<file path="src/rtl/window_increase_counter_if.sv">
// Sample-stream port bundle for window_increase_counter.
// The producer side is master; the counter is slave.
interface window_increase_counter_if #(
  parameter int DATA_W  = 16,
  parameter int MAX_WIN = 8,
  parameter int CNT_W   = 16
);
  localparam int LEN_W = $clog2(MAX_WIN + 1);
  localparam int SUM_W = DATA_W + $clog2(MAX_WIN);

  logic              clear;
  logic [LEN_W-1:0]  win_len;
  logic              in_valid;
  logic [DATA_W-1:0] in_data;
  logic [CNT_W-1:0]  count;
  logic              count_sat;
  logic [CNT_W-1:0]  n_samples;
  logic [SUM_W-1:0]  window_sum;
  logic              sum_valid;

  modport master (
    output clear, win_len, in_valid, in_data,
    input  count, count_sat, n_samples, window_sum, sum_valid
  );

  modport slave (
    input  clear, win_len, in_valid, in_data,
    output count, count_sat, n_samples, window_sum, sum_valid
  );
endinterface

</file>
<file path="src/rtl/window_increase_counter.sv">
// Sliding-window increase counter: counts samples whose L-window sum beats the previous one.
// The increase test compares the new sample against the one leaving the window (x_k > x_(k-L)).

module window_increase_counter_cell #(
  parameter int DATA_W = 16
)(
  input  logic              clk,
  input  logic              rst_n,
  input  logic              clear,
  input  logic              shift,
  input  logic [DATA_W-1:0] d,
  output logic [DATA_W-1:0] q
);
  always_ff @(posedge clk or negedge rst_n) begin
    if (!rst_n)     q <= '0;
    else if (clear) q <= '0;
    else if (shift) q <= d;
  end
endmodule

module window_increase_counter #(
  parameter int DATA_W  = 16,
  parameter int MAX_WIN = 8,
  parameter int CNT_W   = 16
)(
  input logic clk,
  input logic rst_n,
  window_increase_counter_if.slave bus
);
  localparam int LEN_W = $clog2(MAX_WIN + 1);
  localparam int SUM_W = DATA_W + $clog2(MAX_WIN);
  localparam int CMP_W = (CNT_W > LEN_W) ? CNT_W : LEN_W;

  logic [LEN_W-1:0]               l_reg, l_next;
  logic [MAX_WIN-1:0][DATA_W-1:0] hist, hist_d;
  logic [DATA_W-1:0]              leaving;
  logic [CNT_W-1:0]               count_q, n_q, n_next;
  logic [SUM_W-1:0]               sum_q, sum_next;
  logic                           count_sat_q, sum_valid_q;
  logic                           accept, full, inc, full_next;

  assign accept = bus.in_valid & ~bus.clear;

  always_comb begin
    l_next = bus.win_len;
    if (bus.win_len == '0)                     l_next = LEN_W'(1);
    else if (bus.win_len > LEN_W'(MAX_WIN))    l_next = LEN_W'(MAX_WIN);
  end

  // history: h[0] newest, one cell per entry, shifts only on accepted samples
  for (genvar i = 0; i < MAX_WIN; i++) begin : g_hist
    if (i == 0) begin : g_head
      assign hist_d[i] = bus.in_data;
    end else begin : g_tail
      assign hist_d[i] = hist[i-1];
    end
    window_increase_counter_cell #(.DATA_W(DATA_W)) u_cell (
      .clk   (clk),
      .rst_n (rst_n),
      .clear (bus.clear),
      .shift (accept),
      .d     (hist_d[i]),
      .q     (hist[i])
    );
  end

  // sample leaving the window is h[L-1]; entries beyond L are ignored
  always_comb begin
    leaving = '0;
    for (int i = 0; i < MAX_WIN; i++)
      if (l_reg == LEN_W'(i + 1)) leaving = hist[i];
  end

  assign full      = CMP_W'(n_q) >= CMP_W'(l_reg);
  assign inc       = accept & full & (bus.in_data > leaving);
  assign n_next    = (&n_q) ? n_q : n_q + CNT_W'(1);
  assign full_next = CMP_W'(n_next) >= CMP_W'(l_reg);
  assign sum_next  = sum_q + SUM_W'(bus.in_data) - (full ? SUM_W'(leaving) : '0);

  always_ff @(posedge clk or negedge rst_n) begin
    if (!rst_n) begin
      l_reg       <= LEN_W'(1);
      count_q     <= '0;
      count_sat_q <= 1'b0;
      n_q         <= '0;
      sum_q       <= '0;
      sum_valid_q <= 1'b0;
    end else if (bus.clear) begin
      l_reg       <= l_next;
      count_q     <= '0;
      count_sat_q <= 1'b0;
      n_q         <= '0;
      sum_q       <= '0;
      sum_valid_q <= 1'b0;
    end else if (accept) begin
      n_q         <= n_next;
      sum_q       <= sum_next;
      sum_valid_q <= full_next;
      if (inc) begin
        if (&count_q) count_sat_q <= 1'b1;
        else          count_q     <= count_q + CNT_W'(1);
      end
    end
  end

  assign bus.count      = count_q;
  assign bus.count_sat  = count_sat_q;
  assign bus.n_samples  = n_q;
  assign bus.window_sum = sum_q;
  assign bus.sum_valid  = sum_valid_q;
endmodule

</file>
<file path="src/flat_wrapper.sv">
// flat-port wrapper written by rule: the top's interface ports become plain ports
module window_increase_counter_flat 
#(
  parameter int DATA_W  = 16,
  parameter int MAX_WIN = 8,
  parameter int CNT_W   = 16
)
  (clk, rst_n, bus_clear, bus_win_len, bus_in_valid, bus_in_data, bus_count, bus_count_sat, bus_n_samples, bus_window_sum, bus_sum_valid);
  window_increase_counter_if #(.DATA_W(DATA_W), .MAX_WIN(MAX_WIN), .CNT_W(CNT_W)) bus_i ();
  input logic clk;
  input logic rst_n;
  input wire logic [$bits(bus_i.clear)-1:0] bus_clear;
  input wire logic [$bits(bus_i.win_len)-1:0] bus_win_len;
  input wire logic [$bits(bus_i.in_valid)-1:0] bus_in_valid;
  input wire logic [$bits(bus_i.in_data)-1:0] bus_in_data;
  output wire logic [$bits(bus_i.count)-1:0] bus_count;
  output wire logic [$bits(bus_i.count_sat)-1:0] bus_count_sat;
  output wire logic [$bits(bus_i.n_samples)-1:0] bus_n_samples;
  output wire logic [$bits(bus_i.window_sum)-1:0] bus_window_sum;
  output wire logic [$bits(bus_i.sum_valid)-1:0] bus_sum_valid;
  assign bus_i.clear = bus_clear;
  assign bus_i.win_len = bus_win_len;
  assign bus_i.in_valid = bus_in_valid;
  assign bus_i.in_data = bus_in_data;
  assign bus_count = bus_i.count;
  assign bus_count_sat = bus_i.count_sat;
  assign bus_n_samples = bus_i.n_samples;
  assign bus_window_sum = bus_i.window_sum;
  assign bus_sum_valid = bus_i.sum_valid;
  window_increase_counter #(.DATA_W(DATA_W), .MAX_WIN(MAX_WIN), .CNT_W(CNT_W)) u_core (.clk(clk), .rst_n(rst_n), .bus(bus_i));
endmodule
</file>
<file path="config.mk">
export PLATFORM = sky130hd
export DESIGN_NAME = window_increase_counter_flat
export DESIGN_NICKNAME = d
export VERILOG_FILES = /design/src/rtl/window_increase_counter_if.sv /design/src/rtl/window_increase_counter.sv /design/src/flat_wrapper.sv
export SDC_FILE = /design/constraint.sdc
export NUM_CORES = 1
export LEC_CHECK = 0
export ABC_AREA = 1
export ABC_CLOCK_PERIOD_IN_PS = 4700
export CELL_PAD_IN_SITES_DETAIL_PLACEMENT = 1
export CELL_PAD_IN_SITES_GLOBAL_PLACEMENT = 2
export CORE_MARGIN = 4
export CORE_UTILIZATION = 36
export CTS_BUF_LIST = sky130_fd_sc_hd__clkbuf_16
export DETAILED_ROUTE_END_ITERATION = 6
export PLACE_DENSITY_LB_ADDON = 0.15
export REMOVE_ABC_BUFFERS = 1
export SYNTH_ARGS = -nofsm -noshare
export SYNTH_HDL_FRONTEND = slang
export SYNTH_SLANG_ARGS = --single-unit
</file>
<file path="constraint.sdc">
create_clock -name clk -period 4.7 [get_ports clk]
set_input_delay 0.94 -clock clk [delete_from_list [all_inputs] [get_ports clk]]
set_output_delay 0.94 -clock clk [all_outputs]
set_load 0.01 [all_outputs]
</file>
---- Word-level counts from Yosys, hierarchy flattened ----
Index checks and enable logic that the tools add are counted.
word-level totals
  memories ................................ 0
  input port bits ......................... 24
  ROM bits ................................ 0
  RAM bits ................................ 0
  bits in registers ....................... 185
  latch bits .............................. 0
cells by class
  eq/ne operators ......................... 9
  bitwise operators ....................... 4
  multiply operators ...................... 0
  shift-type cells ........................ 0
  reductions and logical operators ........ 8
  mux-type cells .......................... 42
  magnitude comparators ................... 4
  div/mod/pow operators ................... 0
  add/subtract/negate cells ............... 4
operators by type and width
  operator                 count
  $mux W16                 32
  $mux W19                 2
  $add A16 B1 Y16 const B  2
  $ge A16 B4 Y1            2
  $reduce_and A16 Y1       2
  $add A19 B16 Y19         1
  $sub A19 B19 Y19         1
  $eq A4 B3 Y1 const B     4
  $gt A16 B16 Y1           1
  $eq A4 B2 Y1 const B     2
  $mux W4                  2
  $mux W1                  6
  $reduce_and A3 Y1        2
  $reduce_bool A2 Y1       3
  $eq A4 B1 Y1 const B     1
  $eq A4 B4 Y1 const B     1
  $gt A4 B4 Y1 const B     1
  $logic_not A4 Y1         1
  $and A1 B1 Y1            3
  $ne A2 B2 Y1 const B     1
  $not A1 Y1               1

---- Longest topological paths before layout ----
Gate-level depths: netlist (run 1).
  depth in word-level cells ............... 14
  gate-level depth with buffers ........... 27
  gate-level depth less buffers ........... 27

---- Hierarchy ----
A second synthesis (run 1) with hierarchy kept.
second synthesis, totals
  cells, all modules ...................... 1519
  area, all modules ....................... 11373.4 um^2
modules (own cells, without submodules)
  module                        instances  cells an instance  area an instance (um^2)
  window_increase_counter       1          959                6188.4
  window_increase_counter_cell  8          70                 648.1

---- Worst setup path after synthesis (run 1) ----
No wires, ideal clock.
  path kind ............................... reg2reg
  start ................................... register u_core.n_q[0], in the netlist u_core.bus.n_samples[0]
  end ..................................... register u_core.sum_q[18], in the netlist u_core.bus.window_sum[18]
  data required time ...................... 4.582 ns
  library setup time ...................... 0.118 ns
  setup slack ............................. 1.168 ns
  buffers on the path ..................... 1
  cell stages (with the launch flop) ...... 22
  data arrival time ....................... 3.414 ns
  cells stage by stage .................... dfrtp_1 inv_1 ha_1 o21ai_0 nand2_1 nand3_1 nand3_1 inv_1 clkbuf_1 nor2_1 fa_1 inv_1 ha_1 nand2_1 nor2_1 nand4_1 o21ai_0 nand2_1 nand2_1 nand2_1 nand3_1 nand2_1
between the ends
  longest elaborated chain between the ends .. 5
RTL lines
  item                    RTL line                       source
  start, declared         window_increase_counter.sv:37  logic [CNT_W-1:0] count_q, n_q, n_next;
  start signal, assigned  window_increase_counter.sv:96  n_q <= n_next;
  $ge A16 B4 Y1           window_increase_counter.sv:74  assign full = CMP_W'(n_q) >= CMP_W'(l_reg);
  $mux W16                window_increase_counter.sv:78  assign sum_next = sum_q + SUM_W'(bus.in_data) - (full ? SUM_W'(leaving) : '0);
  $sub A19 B19 Y19        window_increase_counter.sv:78
  $mux W19                window_increase_counter.sv:95  end else if (accept) begin
  $mux W19                window_increase_counter.sv:88  end else if (bus.clear) begin
  end signal, assigned    window_increase_counter.sv:97  sum_q <= sum_next;
  end, declared           window_increase_counter.sv:38  logic [SUM_W-1:0] sum_q, sum_next;
No other way between the ends. The select of a mux whose other input is x is not followed.
A chain may end at the register's enable or synchronous reset.

---- Worst setup path after layout (run 1) ----
  start ................................... register u_core.l_reg[0]
  end ..................................... register u_core.sum_q[10], in the netlist u_core.bus.window_sum[10]
between the ends
  longest elaborated chain between the ends .. 13
  elaborated cells between the ends (all ways) .. 21
  those cells by class .................... 1 x add/sub; 1 x order compare; 8 x eq/ne; 11 x mux
RTL lines
  item                    RTL line                       source
  start, declared         window_increase_counter.sv:34  logic [LEN_W-1:0] l_reg, l_next;
  start signal, assigned  window_increase_counter.sv:89  l_reg <= l_next;
  $eq A4 B1 Y1            window_increase_counter.sv:71  if (l_reg == LEN_W'(i + 1)) leaving = hist[i];
  $mux W16 (8 in series)  window_increase_counter.sv:71
  $mux W16 *              window_increase_counter.sv:78
  $sub A19 B19 Y19 *      window_increase_counter.sv:78
  $mux W19 *              window_increase_counter.sv:95
  $mux W19 *              window_increase_counter.sv:88
Every way passes the cells marked *; elsewhere a longest branch is shown, timed or not. The select of a mux whose other input is x is not followed.

==> impl_metrics.env, run 1 <==
export IMPL_drv_slew=0
export IMPL_drt_iter0_markers=505
export IMPL_synth_edf_count=0
export IMPL_drtAntennaViolNets=0
export IMPL_yosysMostFrequentCell="inv_1"
export IMPL_root_buffer="clkbuf_16"
export IMPL_synth_seq_area_share_pct=43.4
export IMPL_num_vias=9308
export IMPL_cts_buffers=17
export IMPL_cp_top_family="simple AND/OR/NAND/NOR gates"
export IMPL_synth_commonest_cells="277 x inv_1, 227 x nand2_1, 184 x dfrtp_1, 161 x o22ai_1, 114 x nor2_1"
export IMPL_hold_slack_ns=0.518
export IMPL_max_vdd_ir_drop_mv=0.252
export IMPL_ios=77
export IMPL_synthTopCellsByArea="dfrtp_1 43%, inv_1 9.7%, o22ai_1 9.4%"
export IMPL_drt_pass1_iter_count=5
export IMPL_finalClockSkew_ns=0.0164
export IMPL_grt_pass1_vias=10000
export IMPL_final_hold_viol_count=0
export IMPL_yosysTopAreaCell="dfrtp_1"
export IMPL_fp_row_count=62
export IMPL_drc=0
export IMPL_routedWlPerCell_um=18.1
export IMPL_clock_path_buffers=2
export IMPL_drv_cap=0
export IMPL_outcome="finished, final reports clean"
export IMPL_tritoncts="built"
export IMPL_ys_types=40
export IMPL_end_kind="register"
export IMPL_antenna_found_initial=0
export IMPL_fmax_ghz=0.242
export IMPL_viasPerCell=5.13
export IMPL_design_core_area_um2=29000
export IMPL_place_area_um2=11900
export IMPL_crit_path_top_delay_cell="dfstp_2"
export IMPL_start_util_pct=36.8
export IMPL_area_growth_pct=17.0
export IMPL_fp_dieW_um=180
export IMPL_grt_overflow_total=0
export IMPL_syn_area_per_cell_um2=7.88
export IMPL_setup_worst_path_start_class="register"
export IMPL_drive_gt1_share_pct=5.45
export IMPL_slowest_delay_ns=0.60
export IMPL_syn_inst=1354
export IMPL_cts_clk_slew_worst_paths_ns=0.08
export IMPL_grt_pass1_wl_um=53800
export IMPL_die_height_um=180
export IMPL_track_usage_pct=20.5
export IMPL_period_needed_ns=4.14
export IMPL_worst_slew_pin_slew_ns=0.919
export IMPL_required_ns=5.01
export IMPL_setup_violations=0
export IMPL_wirelength_um=32900
export IMPL_clk_latency_ns=0.45
export IMPL_crit_chain="nor2_1 -> inv_1 -> nor3_4 -> inv_1 -> buf_4 -> nor2_1 -> nor2_1 -> nor2_1 -> fa_1 -> inv_1 -> ha_1 -> nand2_1 -> nor2_1 -> nand4_1 -> o21ai_1 -> a21oi_1 -> o21ai_0 -> o21ai_0"
export IMPL_synth_area_um2=10700
export IMPL_h_tree_depth=4
export IMPL_synth_flop_cell="dfrtp_1"
export IMPL_dieArea_um2=32500
export IMPL_diodes=0
export IMPL_critPathMaxFanout=10
export IMPL_cp_data_arrival_time_ns=4.45
export IMPL_num_nets_final=1502
export IMPL_max_slew_margin_rel_pct=38.8
export IMPL_hp_class="reg -> reg"
export IMPL_fin_area_um2=12500
export IMPL_largest_reg_flops=128
export IMPL_finalSetupTns_ns=0
export IMPL_crit_type="reg -> reg"
export IMPL_cp_common_cell="nor2_1"
export IMPL_synth_seq_cells=185
export IMPL_yosys_warnings=0
export IMPL_place_gp_congestion=0.797
export IMPL_rsz0062_at_grt="no"
export IMPL_grt_max_degree=103
export IMPL_clock_sinks=185
export IMPL_fill_cells=3537
export IMPL_p_leak_nw=5.64
export IMPL_async_flop_share_pct=100
export IMPL_p_per_area_nw_per_um2=403
export IMPL_dp_hpwl_um=23600
export IMPL_top_register="u_core.g_hist.u_cell.q"
export IMPL_synthDominantCellAreaShare_pct=43.1
export IMPL_fin_crit_sh_pct=88.0
export IMPL_port_buffers=76
export IMPL_cp_num_buf_inv=4
==> worst min-delay path, delay by kind of cell, from the launching register on <==
kind	cells	cell delay [ns]
and+or+nand+nor	2	0.12
DFF	1	0.37
==> cell type report <==
cell class | instances | area (µm²) | area share [%]
Clock buffer | 17 | 425 | 3.41
Clock inverter | 15 | 190 | 1.52
Inverter | 286 | 1080 | 8.67
Multi-Input combinational cell | 836 | 4750 | 38.1
Sequential cell | 185 | 4630 | 37.1
Tap cell | 384 | 480 | 3.85
Timing Repair Buffer | 91 | 927 | 7.42
==> layout by cell type (no fill, tap or decap), types with 4 or more instances in the layout <==
cell type / Yosys / routed
buf_12: 0 / 4
clkinv_8: 0 / 5
inv_2: 6 / 5
o2111ai_1: 9 / 9
o21ai_0: 47 / 46
o22ai_1: 161 / 161
nand3_1: 52 / 52
fa_1: 16 / 16
dfrtp_1: 184 / 184
nand4_1: 22 / 22
inv_1: 277 / 276
ha_1: 45 / 45
clkbuf_16: 0 / 17
nand2_2: 4 / 4
or2_2: 7 / 7
and2_1: 4 / 4
nor3_1: 20 / 20
xor2_1: 8 / 8
a21o_1: 5 / 5
nand2_1: 227 / 227
a21oi_1: 55 / 55
nor2_1: 114 / 114
o21ai_1: 17 / 18
clkdlybuf4s50_1: 0 / 75
buf_4: 5 / 11
==> worst paths after layout <==
| path | end | start | cells past startpoint | slack [ns] |
|---|---|---|---|---|
| max in group asynchronous | u_core.bus.window_sum[6] | rst_n | 2 | 3.16 |
| hold reg to reg | u_core.bus.sum_valid | u_core.bus.sum_valid | 2 | 0.52 |
| min in group asynchronous | u_core.g_hist[3].u_cell.q[3] | rst_n | 1 | 0.60 |
| hold / removal | u_core.bus.sum_valid | u_core.bus.sum_valid | 2 | 0.52 |
| setup reg to reg | u_core.bus.window_sum[10] | u_core.l_reg[0] | 18 | 0.56 |
| setup / recovery | u_core.bus.window_sum[10] | u_core.l_reg[0] | 18 | 0.56 |
==> per-stage QoR <==
stage / cells / worst slack (ns) / total power, mW / utilization (%)
6_report: 1814 / 0.565 / 5.03 / 43.0
2_1_floorplan: 1307 / 0.211 / 2.91 / -
3_5_place_dp: 1782 / 0.222 / 3.57 / 40.9
4_1_cts: 1814 / 0.197 / 5.11 / 43.0
5_1_grt: 1814 / 0.0828 / 5.41 / 43.0
3_3_place_gp: 1782 / 0.169 / 3.55 / 40.9
==> where the power goes <==
| group | internal (mW) | switching (mW) | total (mW) | leakage [nW] |
|---|---|---|---|---|
| Clock | 0.766 | 0.744 | 1.51 | 0.296 |
| Sequential | 1.70 | 0.0965 | 1.80 | 2.52 |
| Combinational | 0.642 | 1.08 | 1.72 | 2.83 |
==> cells by family (layout without fill, tap and decap cells) <==
family / Yosys count / count (layout) / share of synthesized area (%)
AOI/OAI and AO/OA: 303 / 303 / 16.8
DFF: 185 / 185 / 43.4
and+or+nand+nor: 463 / 463 / 18.7
xor gates and xnor gates: 9 / 9 / 0.739
buffers and inverters: 333 / 409 / 12.1
adders and majority gates: 61 / 61 / 8.28
==> routing by layer <==
metal	routed length [µm]	global-route usage [%]	vias up
met2	16300	35.2	112
met1	15300	27.3	4595
met4	369	4.42	0
li1	-	-	4578
met3	926	3.43	23
met5	0	0	-
==> what timing repair did <==
item                       in CTS  in global routing
setup endpoints to repair       0                  3
hold endpoints to repair        0                  0
setup buffers                   0                  0
hold buffers                    0                  0
resized for setup               0                  2
Power figures use the tool's default switching activity.
==> run 2: changes to the inputs <==
- TNS_END_PERCENT: unset -> 10
==> results of run 2 <==
Same layout as run 1: the final DEF is identical, and so are final timing and power.
==> run 3: changes to the inputs <==
- PLACE_DENSITY_LB_ADDON: 0.15 -> 0.1
==> impl_metrics.env, run 3 (same netlist as run 1, synthesis figures left out) <==
export IMPL_wirelength_um=33000
export IMPL_fp_dieW_um=180
export IMPL_largest_reg_flops=128
export IMPL_port_buffers=76
export IMPL_setup_violations=0
export IMPL_dp_hpwl_um=23500
export IMPL_diodes=0
export IMPL_viasPerCell=5.13
export IMPL_outcome="finished, final reports clean"
export IMPL_period_needed_ns=4.17
export IMPL_drc=0
export IMPL_setup_worst_path_start_class="register"
export IMPL_area_growth_pct=16.6
export IMPL_seqPwrFrac_pct=35.6
export IMPL_clk_latency_ns=0.44
export IMPL_finalSetupTns_ns=0
export IMPL_holdPathEnd="u_core.bus.sum_valid"
export IMPL_drv_slew=0
export IMPL_place_area_um2=11800
export IMPL_cts_hold_buffers=0
export IMPL_track_usage_pct=20.8
export IMPL_ios=77
export IMPL_dieArea_um2=32500
export IMPL_cp_data_arrival_time_ns=4.49
export IMPL_num_nets_final=1502
export IMPL_start_util_pct=36.8
export IMPL_post_cts_buffers=0
export IMPL_required_ns=5.02
export IMPL_worst_slew_pin_slew_ns=0.876
export IMPL_grtUsageMet2_pct=35.1
export IMPL_fin_area_um2=12400
export IMPL_final_hold_viol_count=0
export IMPL_fin_util_pct=42.9
export IMPL_fin_crit_sh_pct=88.8
export IMPL_rr_worst_depth=21
export IMPL_grt_util_met3_pct=3.21
export IMPL_clock_sinks=185
export IMPL_grt_max_degree=105
export IMPL_grt_overflow_total=0
export IMPL_whs_path_depth=2
export IMPL_p_per_area_nw_per_um2=406
export IMPL_p_int_mw=3.15
export IMPL_p_clk_share_pct=30.4
export IMPL_hp_class="reg -> reg"
export IMPL_r2r_start="u_core.l_reg[0]"
export IMPL_root_buffer="clkbuf_16"
export IMPL_r2r_slack_ns=0.53
export IMPL_r2r_end="u_core.bus.window_sum[18]"
export IMPL_fill_cells=3520
export IMPL_clock_path_buffers=2
export IMPL_drv_cap=0
export IMPL_min_from="u_core.bus.sum_valid"
export IMPL_use_met1_pct=28.9
export IMPL_top_register="u_core.g_hist.u_cell.q"
export IMPL_fp_row_count=62
export IMPL_crit_type="reg -> reg"
export IMPL_p_leak_nw=5.63
export IMPL_drt_pass1_iter_count=5
export IMPL_grt_pass1_vias=10100
export IMPL_drt_iter0_markers=439
export IMPL_combPwrFrac_pct=34.0
export IMPL_die_height_um=180
export IMPL_design_core_area_um2=29000
export IMPL_p_sw_share_pct=37.7
export IMPL_tritoncts="built"
export IMPL_end_kind="register"
export IMPL_critPathMaxFanout=10
export IMPL_drtAntennaViolNets=0
export IMPL_h_tree_depth=4
export IMPL_final_common_cell="inv_1"
export IMPL_fmax_ghz=0.240
export IMPL_antenna_found_initial=0
export IMPL_cts_resized_gates=0
export IMPL_most_common_layout_cells="277 x inv_1, 227 x nand2_1, 184 x dfrtp_1"
export IMPL_cts_clk_slew_worst_paths_ns=0.08
export IMPL_cts_buffers=17
export IMPL_num_vias=9302
export IMPL_max_slew_margin_rel_pct=41.6
export IMPL_rsz0062_at_grt="no"
export IMPL_max_vdd_ir_drop_mv=0.244
export IMPL_drive_gt1_share_pct=5.38
export IMPL_p_sw_mw=1.90
export IMPL_grt_most_used_layer="met2"
export IMPL_finalClockSkew_ns=0.0173
export IMPL_routedWlPerCell_um=18.2
export IMPL_grt_pass1_wl_um=55000
export IMPL_place_gp_congestion=0.820
run 3: cell types whose count changed in the layout (fill, tap and decap cells not counted), sizes merged:
cell    before  now
bufinv       1    2
inv        288  292
clkinv      10    5
run 3: worst max-delay path, stage by stage (launching register included):
cell and delay, ns:
dfstp_2 0.59, nor2_1 0.06, inv_1 0.15, nor2_4 0.09, inv_2 0.25, nor2_1 0.07
nor3_1 0.19, o2111ai_1 0.12, nor2_1 0.26, nor2_1 0.09, fa_1 0.51, inv_1 0.05
ha_1 0.36, nand2_1 0.12, nor2_1 0.25, nand4_1 0.12, o21ai_1 0.34, nand2_1 0.13
nand2_1 0.08, nand2_1 0.05, nand3_1 0.08, nand2_1 0.05
run 3: per-layer routing:
metal / wire length (µm) / vias to the layer above
li1: - / 4579
met1: 15700 / 4586
met2: 16100 / 116
met3: 877 / 21
met4: 252 / 0
met5: 0 / -
run 3: worst max path at each step:
stage                           endpoint                    start  depth (start not counted)
2_1_floorplan   u_core.bus.window_sum[3]                bus_clear                          4
6_report       u_core.bus.window_sum[18]          u_core.l_reg[0]                         21
5_1_grt        u_core.bus.window_sum[18]          u_core.l_reg[0]                         21
3_3_place_gp   u_core.bus.window_sum[10]  u_core.bus.n_samples[0]                         18
3_5_place_dp   u_core.bus.window_sum[18]  u_core.bus.n_samples[0]                         20
4_1_cts        u_core.bus.window_sum[18]  u_core.bus.n_samples[0]                         20
run 3: power groups by stage:
| stage | Sequential (mW) | Combinational (mW) | Clock (mW) |
|---|---|---|---|
| 6_report | 1.80 | 1.72 | 1.54 |
| 5_1_grt | 1.82 | 1.97 | 1.65 |
| 4_1_cts | 1.81 | 1.74 | 1.58 |
| 3_5_place_dp | 1.84 | 1.73 | 0 |
| 3_3_place_gp | 1.83 | 1.71 | 0 |
| 2_1_floorplan | 1.83 | 1.08 | 0 |
run 3: per-stage QoR:
step | power (mW) | hold WS, ns | worst slack [ns] | std cells
finish | 5.06 | 0.523 | 0.527 | 1814
global placement | 3.54 | 0.502 | 0.289 | 1782
floorplan | 2.91 | 0.499 | 0.211 | 1307
CTS | 5.12 | 0.530 | 0.217 | 1814
detailed placement | 3.56 | 0.496 | 0.267 | 1782
global route | 5.44 | 0.568 | 0.147 | 1814
run 3: layout make-up:
cell class	instances	area, µm²	area share (%)
inverters	286	1080	8.70
clock buffers	17	425	3.42
clock inverters	15	184	1.48
multi-input cells	836	4750	38.2
well taps	384	480	3.86
repair buffers	91	890	7.15
flip-flops and latches	185	4630	37.2
